File: src/rtl/cricket_pkg.sv
// Shared definitions for the cricket match controller: outcome codes,
// match-flow states and winner encodings.
package cricket_pkg;

  localparam logic [3:0] CODE_WICKET_A = 4'd12;
  localparam logic [3:0] CODE_WIDE     = 4'd13;
  localparam logic [3:0] CODE_NOBALL   = 4'd14;
  localparam logic [3:0] CODE_WICKET_B = 4'd15;

  typedef enum logic [1:0] {
    T1_BAT    = 2'd0,
    T1_DONE   = 2'd1,
    T2_BAT    = 2'd2,
    GAME_OVER = 2'd3
  } state_t;

  localparam logic [1:0] WIN_NONE  = 2'd0;
  localparam logic [1:0] WIN_TEAM1 = 2'd1;
  localparam logic [1:0] WIN_TEAM2 = 2'd2;
  localparam logic [1:0] WIN_TIE   = 2'd3;

endpackage

File: src/rtl/delivery_outcome_decode.sv
// Maps a 4-bit outcome code to runs scored, wicket flag and whether the
// ball counts toward the innings' legal-ball allowance.
module delivery_outcome_decode
  import cricket_pkg::*;
(
  input  logic [3:0] code,
  output logic [2:0] runs,
  output logic       is_wicket,
  output logic       is_legal
);

  // Pure lookup; extras (wide/no ball) score one run but are not legal balls.
  always_comb begin
    runs      = 3'd0;
    is_wicket = 1'b0;
    is_legal  = 1'b1;
    case (code)
      4'd0, 4'd1, 4'd2:             runs = 3'd0;
      4'd3, 4'd4, 4'd5:             runs = 3'd1;
      4'd6, 4'd7:                   runs = 3'd2;
      4'd8:                         runs = 3'd3;
      4'd9, 4'd10:                  runs = 3'd4;
      4'd11:                        runs = 3'd6;
      CODE_WICKET_A, CODE_WICKET_B: is_wicket = 1'b1;
      CODE_WIDE, CODE_NOBALL: begin
        runs     = 3'd1;
        is_legal = 1'b0;
      end
      default: runs = 3'd0;
    endcase
  end

endmodule

File: src/rtl/innings_sequencer.sv
// Match-flow controller: turns bowl button presses into delivery pulses,
// scores each delivery and walks team 1 innings -> changeover -> team 2
// chase -> game over.
module innings_sequencer
  import cricket_pkg::*;
#(
  parameter int MAX_BALLS   = 30,
  parameter int MAX_WICKETS = 10,
  parameter int RUN_W       = 9
) (
  input  logic             clk_fpga,
  input  logic             reset,
  input  logic             bowl_btn,
  input  logic [3:0]       lfsr_out,
  output logic             delivery,
  output logic [3:0]       lfsr_sample,
  output logic             teamSwitch,
  output logic             inningOver,
  output logic             gameOver,
  output logic [RUN_W-1:0] team1Runs,
  output logic [RUN_W-1:0] team2Runs,
  output logic [3:0]       team1Wkts,
  output logic [3:0]       team2Wkts,
  output logic [1:0]       winner
);

  state_t           state, next_state;
  logic [1:0]       next_winner;
  logic             btn_q;
  logic             press;
  logic             batting;
  logic             launch;
  logic [6:0]       balls;
  logic [2:0]       dec_runs;
  logic             dec_wicket;
  logic             dec_legal;
  logic [RUN_W-1:0] cur_runs;
  logic [3:0]       cur_wkts;
  logic [RUN_W:0]   run_sum;
  logic [RUN_W-1:0] upd_runs;
  logic [3:0]       upd_wkts;
  logic [6:0]       upd_balls;
  logic             limit_hit;
  logic             chase_done;

  delivery_outcome_decode u_decode (
    .code      (lfsr_sample),
    .runs      (dec_runs),
    .is_wicket (dec_wicket),
    .is_legal  (dec_legal)
  );

  assign press   = bowl_btn & ~btn_q;
  assign batting = (state == T1_BAT) || (state == T2_BAT);
  assign launch  = press & batting & ~delivery;

  // Tallies after the in-flight delivery is applied, saturating the run total.
  always_comb begin
    cur_runs   = (state == T2_BAT) ? team2Runs : team1Runs;
    cur_wkts   = (state == T2_BAT) ? team2Wkts : team1Wkts;
    run_sum    = {1'b0, cur_runs} + {{(RUN_W-2){1'b0}}, dec_runs};
    upd_runs   = run_sum[RUN_W] ? {RUN_W{1'b1}} : run_sum[RUN_W-1:0];
    upd_wkts   = cur_wkts + {3'b000, dec_wicket};
    upd_balls  = balls + {6'b000000, dec_legal};
    limit_hit  = (upd_balls == 7'(MAX_BALLS)) || (upd_wkts == 4'(MAX_WICKETS));
    chase_done = (upd_runs > team1Runs);
  end

  // Button edge register, delivery launch and per-team scoring.
  always_ff @(posedge clk_fpga) begin
    if (reset) begin
      btn_q       <= 1'b0;
      delivery    <= 1'b0;
      lfsr_sample <= 4'd0;
      team1Runs   <= '0;
      team2Runs   <= '0;
      team1Wkts   <= 4'd0;
      team2Wkts   <= 4'd0;
      balls       <= 7'd0;
    end else begin
      btn_q    <= bowl_btn;
      delivery <= launch;
      if (launch)
        lfsr_sample <= lfsr_out;
      if (delivery) begin
        balls <= upd_balls;
        if (state == T2_BAT) begin
          team2Runs <= upd_runs;
          team2Wkts <= upd_wkts;
        end else begin
          team1Runs <= upd_runs;
          team1Wkts <= upd_wkts;
        end
      end
      if ((state == T1_DONE) && press)
        balls <= 7'd0;
    end
  end

  // Match-flow state and latched winner.
  always_ff @(posedge clk_fpga) begin
    if (reset) begin
      state  <= T1_BAT;
      winner <= WIN_NONE;
    end else begin
      state  <= next_state;
      winner <= next_winner;
    end
  end

  // Next-state decisions; a successful chase outranks a simultaneous limit.
  always_comb begin
    next_state  = state;
    next_winner = winner;
    teamSwitch  = 1'b0;
    inningOver  = 1'b0;
    gameOver    = 1'b0;
    case (state)
      T1_BAT: begin
        if (delivery && limit_hit)
          next_state = T1_DONE;
      end
      T1_DONE: begin
        inningOver = 1'b1;
        if (press)
          next_state = T2_BAT;
      end
      T2_BAT: begin
        teamSwitch = 1'b1;
        if (delivery) begin
          if (chase_done) begin
            next_state  = GAME_OVER;
            next_winner = WIN_TEAM2;
          end else if (limit_hit) begin
            next_state  = GAME_OVER;
            next_winner = (team1Runs > upd_runs) ? WIN_TEAM1 : WIN_TIE;
          end
        end
      end
      GAME_OVER: begin
        teamSwitch = 1'b1;
        inningOver = 1'b1;
        gameOver   = 1'b1;
      end
      default: next_state = T1_BAT;
    endcase
  end

endmodule
File: config.mk
export PLATFORM = sky130hd
export DESIGN_NAME = innings_sequencer
export DESIGN_NICKNAME = d
export VERILOG_FILES = /design/src/rtl/cricket_pkg.sv /design/src/rtl/delivery_outcome_decode.sv /design/src/rtl/innings_sequencer.sv
export SDC_FILE = /design/constraint.sdc
export NUM_CORES = 1
export LEC_CHECK = 0
export ABC_AREA = 1
export CAP_MARGIN = 20
export CORE_ASPECT_RATIO = 1.4
export CORE_UTILIZATION = 35
export CTS_CLUSTER_DIAMETER = 120
export DETAILED_ROUTE_END_ITERATION = 12
export GPL_TIMING_DRIVEN = 0
export HOLD_SLACK_MARGIN = 0.02
export PLACE_DENSITY_LB_ADDON = 0.3
export SETUP_SLACK_MARGIN = 0.05
export SLEW_MARGIN = 5
export SYNTH_ARGS = -nofsm -noshare
export SYNTH_HDL_FRONTEND = slang
export SYNTH_SLANG_ARGS = --single-unit
File: constraint.sdc
create_clock -name clk_fpga -period 6.5 [get_ports clk_fpga]
set_clock_uncertainty 0.2 [all_clocks]
set_input_delay 0.65 -clock clk_fpga [delete_from_list [all_inputs] [get_ports clk_fpga]]
set_output_delay 0.65 -clock clk_fpga [all_outputs]
set_load 0.01 [all_outputs]
==> flow_summary.yaml <==
global_routing:
  globalRouteOverflowTotal: 0
  grt_pass1_vias: 2459
  grt_first_pass_wirelength_mm: 11.4
  grt_start_max_net_pins: 15
  antenna_found_initial: 0
  track_usage: 0.179
synthesis:
  yosys.area_share.simple: 0.263
  synthCells: 397
  synth_top_family_by_area: "simple AND/OR/NAND/NOR gates"
  post_synth_main_area_contributors: "dfxtp_1, nand2_1, ha_1, inv_1, nor2_1"
  synth_top_area_frac: 0.319
  synth.most_common_cell: "nand2_1"
  avgSynthCellArea_sq_um: 6.80
  ys_warn_count: 0
  synth_mux_area_frac: 0.00741
  synth_area_sq_um: 2700
  synth-seq-cells: 43
  yosys.area.top_type: "dfxtp_1"
  synth_compound_gate_area_share: 0.170
  synth-edff-count: 0
  synth_xor_area_frac: 0.0162
  ys_types: 39
  seq_area_frac_synth: 0.319
  synthArstFlopShare: 0
  syn-num-nets: 426
  yosys-top-cells-count: "nand2_1, inv_1, nor2_1"
  synth_fa_ha_area_frac: 0.105
  synthFlopType: "dfxtp_1"
timing:
  fin_crit_ps: 4430
  finalMaxSlewViolations: 0
  setup_viol: 0
  finalSetupTns_ps: 0
  hold_violations: 0
  rsz0062_at_grt: "no"
  post-route-period-util: 0.681
  timing.fmax_ghz: 0.226
  setup_slack_ps: 2070
  worst_slew_margin_rel: 0.593
  tightest_slew_ps: 611
die:
  io_pins: 43
  die_w_microns: 76.3
  core_area_sq_um: 7410
  die_area_sq_um: 8080
  num_rows: 37
  die_h_microns: 106
  initial_core_util: 0.365
cts:
  h-tree-depth: 2
  cts_num_sinks: 43
  cts_buffers: 5
  clock-root-buffer: "clkbuf_8"
  clk_pin_slew_worst_paths_ps: 100
  cts-resized-gates: 0
  cts_hold_buffers: 0
  postCtsSetupBuffers: 0
  clockBufferDepth: 2
  cts_tree: "done"
  clk_latency_ps: 310
routing:
  drc: 0
  drt_iter0_drc: 85
  detail_route.first_pass.iterations: 4
  via_count: 2638
  ant_nets: 0
  routedWlPerCell_microns: 12.8
  wl_mm: 6.99
  vias_per_cell: 4.85
worst_setup_path:
  worst_ep_arrival_time_ps: 4440
  crit_path_start: "state[0]"
  cp_slowest_stage_delay_ps: 430
  criticalPathCategory: "flop to flop"
  cp_num_buf_inv: 7
  crit_slowest_cell: "dfxtp_1"
  path_max_fanout: 10
  cp_top_family: "simple AND/OR/NAND/NOR gates"
  crit_path_end_kind: "flop"
  start_kind: "flop"
  worst_ep_required_time_ps: 6510
  path_common_cell: "nand2_1"
  timing.rr.start: "state[0]"
pwr:
  seqPwrFrac: 0.337
  intPower_w: 0.000595
  leakage_nw: 1.54
  power.total_w: 0.00102
  p_per_area_nw_per_um2: 305
  power_switching_w: 0.000423
  p_clk_frac: 0.189
  power_frac_comb: 0.474
  switching_share: 0.416
  ir_drop_mv: 0.144
finish:
  num_antenna_cells: 0
  flow.area_growth_from_synthesis_pct: 23.7
  nets: 475
  drive_gt1_frac: 0.0716
outcome:
  outcome: "finished clean"
hold_path:
  hold_path.class: "flop to flop"
  min_from: "balls[0]"
placed_design:
  gp_congestion: 0.893
  dp_hpwl_mm: 5.40
  numPortBuffers: 42
  post-place-ws_ps: 2140
flow_run:
  cap_violations: 0
[worst paths after layout]
check                  end  slack, ps  cells past startpoint
setup reg to reg  state[0]       2070                     27
hold / removal    balls[0]        270                      2
setup / recovery  state[0]       2070                     27
hold reg to reg   balls[0]        270                      2
[sequential cells by signal (all words and copies together), names as in the netlist]
| register | flops |
|---|---|
| balls | 7 |
| btn_q | 1 |
| delivery | 1 |
| lfsr_sample | 4 |
| state | 2 |
| team1Runs | 9 |
| team1Wkts | 4 |
| team2Runs | 9 |
| team2Wkts | 4 |
| winner | 2 |
[cells by family after synthesis]
family,Yosys count
simple gates,162
compound gates,84
buf+inv,79
flops,43
fa+ha+maj,22
xor+xnor,5
mux,2
[tightest hold or removal path: cells and delay by family (launching register included)]
kind	cells	cell delay, ps
flip-flops	1	330
AO/OA/AOI/OAI	1	50
AND/OR/NAND/NOR	1	60
[stage by stage]
step                hold slack [ps]  instances  utilization  instance area (sq um)
floorplan                       245        397            -                   2700
global placement                253        536        0.438                   3240
detailed placement              264        536        0.438                   3240
CTS                             276        544        0.451                   3340
global route                    305        544        0.451                   3340
finish                          273        544        0.451                   3340
[cell usage in the layout (no fill, tap or decap), types with 3 or more instances in the layout]
master and instances:
nand2_1 79, inv_1 62, nor2_1 47, dfxtp_1 43, clkdlybuf4s50_1 42, a21oi_1 30
o21ai_0 27, ha_1 21, nand3_1 15, o21ai_1 14, clkbuf_8 6, clkbuf_1 5
inv_2 4, nor2_2 4, or2_1 3, xnor2_1 3, buf_2 3, a211oi_1 3
nand4_1 3
[power by group through the flow]
stage	Combinational [W]	Clock (W)	Sequential [W]
after floorplan	0.000314	0	0.000354
after global placement	0.000467	0	0.000348
after detailed placement	0.000480	0	0.000349
after CTS	0.000483	0.000194	0.000343
after global routing	0.000545	0.000205	0.000349
final	0.000483	0.000193	0.000343
[layout make-up]
cell class / count / area, sq um
tap: 97 / 121
fill: 803 / 4070
clock inverter: 2 / 16.3
inverter: 68 / 255
clock buffer: 6 / 82.6
multi-input combinational: 275 / 1510
sequential: 43 / 861
buffer: 11 / 71.3
timing repair buffer: 42 / 420
[metal layers]
layer  vias up  global-route usage  part of all wire
met3        17              0.0232             0.039
met2        59               0.326              0.51
met5         -                   0                 0
met4         0              0.0907             0.031
li1       1366                   -                 -
met1      1196               0.202              0.42
Note: power is estimated with default switching activity, not from simulation.
